$ cat config.mk
export PLATFORM = sky130hd
export DESIGN_NAME = block_end_scanner
export DESIGN_NICKNAME = d
export VERILOG_FILES = /design/src/rtl/block_end_scanner.sv
export SDC_FILE = /design/constraint.sdc
export NUM_CORES = 1
export LEC_CHECK = 0
export CAP_MARGIN = 15
export CORE_MARGIN = 1.5
export CORE_UTILIZATION = 38
export DETAILED_ROUTE_END_ITERATION = 8
export PLACE_DENSITY = 0.87
export SYNTH_ARGS = -nofsm -noshare
export SYNTH_HDL_FRONTEND = slang
export SYNTH_SLANG_ARGS = --single-unit
$ cat constraint.sdc
create_clock -name clk_i -period 4.3 [get_ports clk_i]
set_clock_uncertainty 0.2 [all_clocks]
set_input_delay 0.645 -clock clk_i [delete_from_list [all_inputs] [get_ports clk_i]]
set_output_delay 0.645 -clock clk_i [all_outputs]
set_load 0.005 [all_outputs]
$ cat src/rtl/block_end_scanner.sv
// Forward scanner for WebAssembly bytecode: starting inside an if/block/loop body, finds the
// matching end (and a depth-0 else), skipping opcode immediates and tracking nesting depth.
module block_end_scanner #(
    parameter int unsigned MEM_DEPTH = 5,
    parameter int unsigned DEPTH_W   = 8
) (
    input  logic                 clk_i,
    input  logic                 reset_i,
    input  logic                 start_i,
    input  logic [MEM_DEPTH:0]   start_addr_i,
    output logic                 busy_o,
    output logic                 done_o,
    output logic                 error_o,
    output logic                 else_found_o,
    output logic [MEM_DEPTH:0]   else_addr_o,
    output logic [MEM_DEPTH:0]   end_addr_o,
    output logic [MEM_DEPTH:0]   mem_addr_o,
    output logic [3:0]           mem_extra_o,
    input  logic [127:0]         mem_data_i,
    input  logic                 mem_error_i
);

    localparam int unsigned AW = MEM_DEPTH + 1;

    typedef enum logic [2:0] {StIdle, StFetch, StWait, StDone, StError} state_e;
    typedef enum logic [1:0] {ModeOp, ModeLeb, ModeFixed} mode_e;

    state_e               state_q, state_d;
    mode_e                mode_q, mode_d;
    logic [AW-1:0]        ptr_q, ptr_d;
    logic [DEPTH_W-1:0]   depth_q, depth_d;
    logic                 leb_two_q, leb_two_d;
    logic                 else_found_q, else_found_d;
    logic [AW-1:0]        else_addr_q, else_addr_d;
    logic [AW-1:0]        end_addr_q, end_addr_d;
    logic                 error_q, error_d;

    logic [7:0]           op;
    logic [3:0]           inc;
    logic [AW:0]          ptr_sum;
    logic                 fin;
    logic                 fail;
    logic                 unused_mem_data;

    assign op              = mem_data_i[7:0];
    assign unused_mem_data = ^mem_data_i[127:8];

    always_comb begin
        state_d      = state_q;
        mode_d       = mode_q;
        ptr_d        = ptr_q;
        depth_d      = depth_q;
        leb_two_d    = leb_two_q;
        else_found_d = else_found_q;
        else_addr_d  = else_addr_q;
        end_addr_d   = end_addr_q;
        error_d      = error_q;
        inc          = 4'd1;
        fin          = 1'b0;
        fail         = 1'b0;
        ptr_sum      = '0;

        unique case (state_q)
            StFetch: state_d = StWait;
            StWait: begin
                if (!mem_error_i) begin
                    unique case (mode_q)
                        ModeFixed: mode_d = ModeOp;
                        // leb_two marks a second LEB128 still to skip after the current one
                        ModeLeb: begin
                            if (!op[7]) begin
                                if (leb_two_q) leb_two_d = 1'b0;
                                else           mode_d    = ModeOp;
                            end
                        end
                        default: begin
                            case (op) inside
                                [8'h02:8'h04]: begin
                                    if (&depth_q) begin
                                        fail = 1'b1;
                                    end else begin
                                        depth_d = depth_q + 1'b1;
                                        mode_d  = ModeFixed;
                                    end
                                end
                                8'h05: begin
                                    if (depth_q == '0) begin
                                        else_found_d = 1'b1;
                                        else_addr_d  = ptr_q;
                                    end
                                end
                                8'h0B: begin
                                    if (depth_q == '0) begin
                                        end_addr_d = ptr_q;
                                        fin        = 1'b1;
                                    end else begin
                                        depth_d = depth_q - 1'b1;
                                    end
                                end
                                8'h0E: fail = 1'b1;
                                8'h0C, 8'h0D, 8'h10, [8'h20:8'h24], 8'h41, 8'h42: begin
                                    mode_d    = ModeLeb;
                                    leb_two_d = 1'b0;
                                end
                                [8'h28:8'h3E]: begin
                                    mode_d    = ModeLeb;
                                    leb_two_d = 1'b1;
                                end
                                8'h3F, 8'h40: mode_d = ModeFixed;
                                8'h43: inc = 4'd5;
                                8'h44: inc = 4'd9;
                                default: ;
                            endcase
                        end
                    endcase
                end

                ptr_sum = {1'b0, ptr_q} + (AW+1)'(inc);
                if (mem_error_i || fail || (!fin && ptr_sum[AW])) begin
                    state_d = StError;
                    error_d = 1'b1;
                end else if (fin) begin
                    state_d = StDone;
                end else begin
                    ptr_d   = ptr_sum[AW-1:0];
                    state_d = StFetch;
                end
            end
            default: begin
                // StIdle, StDone and StError all accept a new start
                state_d = StIdle;
                if (start_i) begin
                    state_d      = StFetch;
                    ptr_d        = start_addr_i;
                    depth_d      = '0;
                    mode_d       = ModeOp;
                    leb_two_d    = 1'b0;
                    else_found_d = 1'b0;
                    error_d      = 1'b0;
                end
            end
        endcase
    end

    always_ff @(posedge clk_i) begin
        if (reset_i) begin
            state_q      <= StIdle;
            mode_q       <= ModeOp;
            ptr_q        <= '0;
            depth_q      <= '0;
            leb_two_q    <= 1'b0;
            else_found_q <= 1'b0;
            else_addr_q  <= '0;
            end_addr_q   <= '0;
            error_q      <= 1'b0;
        end else begin
            state_q      <= state_d;
            mode_q       <= mode_d;
            ptr_q        <= ptr_d;
            depth_q      <= depth_d;
            leb_two_q    <= leb_two_d;
            else_found_q <= else_found_d;
            else_addr_q  <= else_addr_d;
            end_addr_q   <= end_addr_d;
            error_q      <= error_d;
        end
    end

    assign busy_o       = (state_q == StFetch) || (state_q == StWait);
    assign done_o       = (state_q == StDone);
    assign error_o      = error_q;
    assign else_found_o = else_found_q;
    assign else_addr_o  = else_addr_q;
    assign end_addr_o   = end_addr_q;
    assign mem_addr_o   = (state_q == StFetch) ? ptr_q : '0;
    assign mem_extra_o  = 4'd0;

endmodule

# Yosys cells after proc, flatten, opt, wreduce, memory -nomap -nowiden
# Index checks and enable logic that the tools add are counted.
# W data, S select, Z words.
# word_totals
ff_bits,34
input_bits,138
# op_classes
n_lt_le_gt_ge,6
reduce_logical,22
n_mux,78
bitwise,5
n_eq_ne,42
n_addsub,3
# op_table
op,n
$mux W8,8
$mux W4,12
$eq A8 B7 Y1 const B,5
$eq A8 B4 Y1 const B,4
$mux W1,31
$mux W2,13
$mux W6,4
$ne A5 B3 Y1 const B,4
$reduce_and A10 Y1,2
$ne A2 B2 Y1 const B,9
$ne A3 B3 Y1 const B,6
$ge A8 B6 Y1 const B,2
$le A8 B6 Y1 const B,2
$pmux W8 S2,1
$reduce_and A8 Y1,2
$reduce_and A7 Y1,2
$ne A3 B2 Y1 const B,4
$pmux W6 S2,1
$add A8 B1 Y8 const B,1
$eq A8 B3 Y1 const B,1
$eq A8 B5 Y1 const B,1
$eq A8 B6 Y1 const B,1
$ge A8 B2 Y1 const B,1
$le A8 B3 Y1 const B,1
23 further kinds,38

# Longest topological paths before layout
# depth
ltp_word,18
ltp_mapped,12

# Worst setup path before layout
# OpenSTA, ideal clock, no wires.
# synth_timing
path_kind,input to register
start,input port mem_data_i[6]
end,register depth_q[7]
setup_slack_ps,1126
arrival_time_ps,2859
setup_time_ps,116
stages,10
path_cell_list,or4_4 nor2_2 inv_1 ha_1 a21oi_1 o211ai_1 o41ai_1 xor2_1 o21ai_1 a31o_1
# synth_between
elab_chain_len,6
# synth_rtl
item,line,text
start: declaration,19,"input logic [127:0] mem_data_i,"
$ge A8 B2 Y1 (no source line) or $le A8 B3 Y1 (tied branches),--,
$logic_and A1 B1 Y1 (no source line),--,
$mux W8,77,case (op) inside
$mux W8,67,unique case (mode_q)
$mux W8,66,if (!mem_error_i) begin
$pmux W8 S2,63,unique case (state_q)
end signal: assignment,160,depth_q <= depth_d;
end: declaration,31,"logic [DEPTH_W-1:0] depth_q, depth_d;"
# Several ways; a longest one is shown, not always the timed one. The select of a mux whose other input is x is not followed.
# A chain may end at the register's enable or synchronous reset.

# Worst setup path after layout
# layout_timing
start,input port mem_data_i[7]
end,register ptr_q[4]
# layout_between
elab_chain_len,18
# layout_rtl
item,line,text
"parallel branches: the longest is 18 deep, another holds $ge A8 B6 Y1",--,
end signal: assignment,159,ptr_q <= ptr_d;
end: declaration,30,"logic [AW-1:0] ptr_q, ptr_d;"
# Several ways; the timed one is not identified. The select of a mux whose other input is x is not followed.

==> out/metrics.csv <==
stage;metric;value;unit
power;swShare;0.275;
timing;slew-limit-headroom;0.445;
critical_path;path_class;input port to register;
critical_path;cp-end-kind;register;
power;p_int;561;uW
critical_path;worst_setup_path_start_kind;input port;
synthesis;yosys.area.top_type_share;0.294;
drt;routed_via_density;5.48;
timing;drv_slew;0;
synthesis;synth_edf_count;0;
die;die-height;81.1;um
power;p_leak;0.00112;uW
critical_path;cp_data_arrival_time;3.70;ns
placement;dpl.hpwl;4170;um
synthesis;yosysTopAreaCell;dfxtp_1;
final_layout;nNetsFinal;477;
timing;rsz0062_at_grt;no;
clocking;clock_sinks;34;
clocking;clk-insertion-delay-late;0.29;ns
synthesis;yosys-top-cells-area;dfxtp_1 29%, mux2i_1 7.3%, nor2_1 6.2%;
power;powerDensity;268;nW/um^2
drt;ant_nets;0;
timing;max_freq;270;MHz
synthesis;ys_seq_area_frac;0.294;
die;start_util;0.393;
drt;dr.pass1.iters;4;
synthesis;synth.avg_cell_area;8.10;um^2
drt;drtIter0Drc;199;
final_layout;nFillCells;570;
timing;min_period;3.71;ns
synthesis;async_flop_share;0;
clocking;clockBufferDepth;2;
global_route;track_usage;0.187;
timing;setup_viol;0;
clocking;root_buffer;clkbuf_8;
clocking;h-tree-depth;2;
final_layout;seq_area;681;um^2
timing;finalHoldViolCount;0;
synthesis;synth_area;2320;um^2
die;core-area;5890;um^2
drt;via_count;2210;
drt;totalWireLength;5660;um
global_route;grt_pass1_vias;2096;
run_status;status;complete, no violations;
global_route;grt_start_max_net_pins;20;
drt;drc_errors;0;
clocking;cts_hold_buffers;0;
synthesis;synth_cell_types;64;
clocking;ctsResizeCount;0;
power;power.share.clock;0.383;
die;io_pins;164;
run;cap_violations;0;
final_layout;layout_commonest_cell;clkdlybuf4s50_1;
global_route;grt_pass1_wl;9470;um
power;p_seq_frac;0.433;
power;p_switching;212;uW
critical_path;critPathMaxFanout;11;
final_layout;post_route_cells_drive_above_1_share;0.0854;
clocking;numCtsBuffers;5;
power;total_power;774;uW
final_layout;diodes;0;
synthesis;synth_warnings;0;
placement;finalWeightedCongestion;0.882;
hold_path;holdPathStages;2;
critical_path;critPathRequiredTime;4.29;ns
placement;port_buffers;39;
global_route;grt_remaining_overflow;0;
timing;worst_slew_pin_slew;0.831;ns
die;dieArea;6570;um^2
synthesis;synthCells;286;
final_layout;final_cell_mix;39 x clkdlybuf4s50_1, 38 x nor2_1, 34 x dfxtp_1;
timing;min_period_over_period;0.862;
clocking;post-cts-setup-buffers;0;
die;placement_rows;28;
power;vdd_drop_max;0.000165;V
final_layout;synthToLayoutAreaGrowth;24.7;%
drt;wl_per_cell;14.0;um
power;p_comb_frac;0.184;
synthesis;yosys_most_used_dff;dfxtp_1;
clocking;clkTransAtPathRegs;0.07;ns
global_route;antenna_found_initial;0;
hold_path;hold_class;register to register;
timing;setup_tns;0;ns
clocking;cts_tree;done;
final_layout;multi_input_area;1510;um^2
critical_path;reg2reg_depth;12;
synthesis;synth-seq-cells;34;
die;die_x;81.1;um
state kept, by name, summed over array words and instances (netlist names):
name and cells:
else_addr_o 6, ptr_q 6, error_o 1, state_q 3, end_addr_o 6, leb_two_q 1, mode_q 2, else_found_o 1
depth_q 8
layout make-up:
type                    instances  area share
inverters                      13      0.0169
clock buffers                   5      0.0238
repair buffers                 47       0.156
flip-flops and latches         34       0.236
clock inverters                 3      0.0139
multi-input cells             226       0.521
well taps                      75      0.0325
power by group through the flow:
| stage | logic [uW] | registers [uW] | clock network, uW |
|---|---|---|---|
| after floorplan | 97.7 | 339 | 0 |
| after global placement | 136 | 342 | 0 |
| after detailed placement | 140 | 342 | 0 |
| after CTS | 141 | 335 | 301 |
| after global routing | 157 | 337 | 317 |
| final | 142 | 335 | 296 |
worst paths after layout:
| path | from | to | slack (ns) |
|---|---|---|---|
| min | error_o | error_o | 0.30 |
| max reg2reg | mode_q[0] | ptr_q[4] | 1.19 |
| max | mem_data_i[7] | ptr_q[4] | 0.59 |
| min reg2reg | error_o | error_o | 0.30 |
metal layers:
layer / part of all wire / global-route usage
met1: 0.44 / 0.227
met4: 0.022 / 0.0690
met3: 0.058 / 0.0517
met5: 0 / 0
met2: 0.48 / 0.313
cell families (layout without fill, tap and decap cells):
family	after synthesis	in the layout	synth area share
AO/OA/AOI/OAI	59	59	0.183
buffers and inverters	29	68	0.0605
multiplexers	17	17	0.0735
adder cells (fa/ha/maj)	12	12	0.0681
other	1	4	0.00162
AND/OR/NAND/NOR	126	126	0.289
XOR/XNOR	8	8	0.0303
flip-flops	34	34	0.294
cell usage after synthesis (all sizes together) (3+ instances only):
library cell  number
nor2b              5
ha                11
buf               12
a311oi             3
nor3              13
dfxtp             34
and2               7
xnor2              5
clkbuf             4
nor2              39
nand2b             6
o32ai              3
o21a               3
inv               13
mux2i             17
xor2               3
or2                4
or4                4
nor4               3
nor3b              5
a21oi             16
a31oi              3
nand2             21
nand3              9
o21ai              7
critical path, cell delays in order:
cell	delay, ns
clkdlybuf4s50_1	0.54
nor3_1	0.36
nand2_1	0.15
nor3_1	0.31
ha_1	0.33
a21o_1	0.17
a21oi_1	0.24
nor2_1	0.11
o41ai_2	0.28
buf_4	0.24
nand2_1	0.07
a32o_1	0.25
per-stage QoR:
stage / util / cell area, um^2 / instances / hold slack [ns] / setup WS [ns]
2_1_floorplan: - / 2330 / 289 / 0.273 / 1.13
3_3_place_gp: 0.472 / 2780 / 395 / 0.277 / 0.366
3_5_place_dp: 0.472 / 2780 / 395 / 0.286 / 0.343
4_1_cts: 0.491 / 2890 / 403 / 0.307 / 0.650
5_1_grt: 0.491 / 2890 / 403 / 0.332 / 0.396
6_report: 0.491 / 2890 / 403 / 0.298 / 0.594
Note: power is estimated with default switching activity, not from simulation.
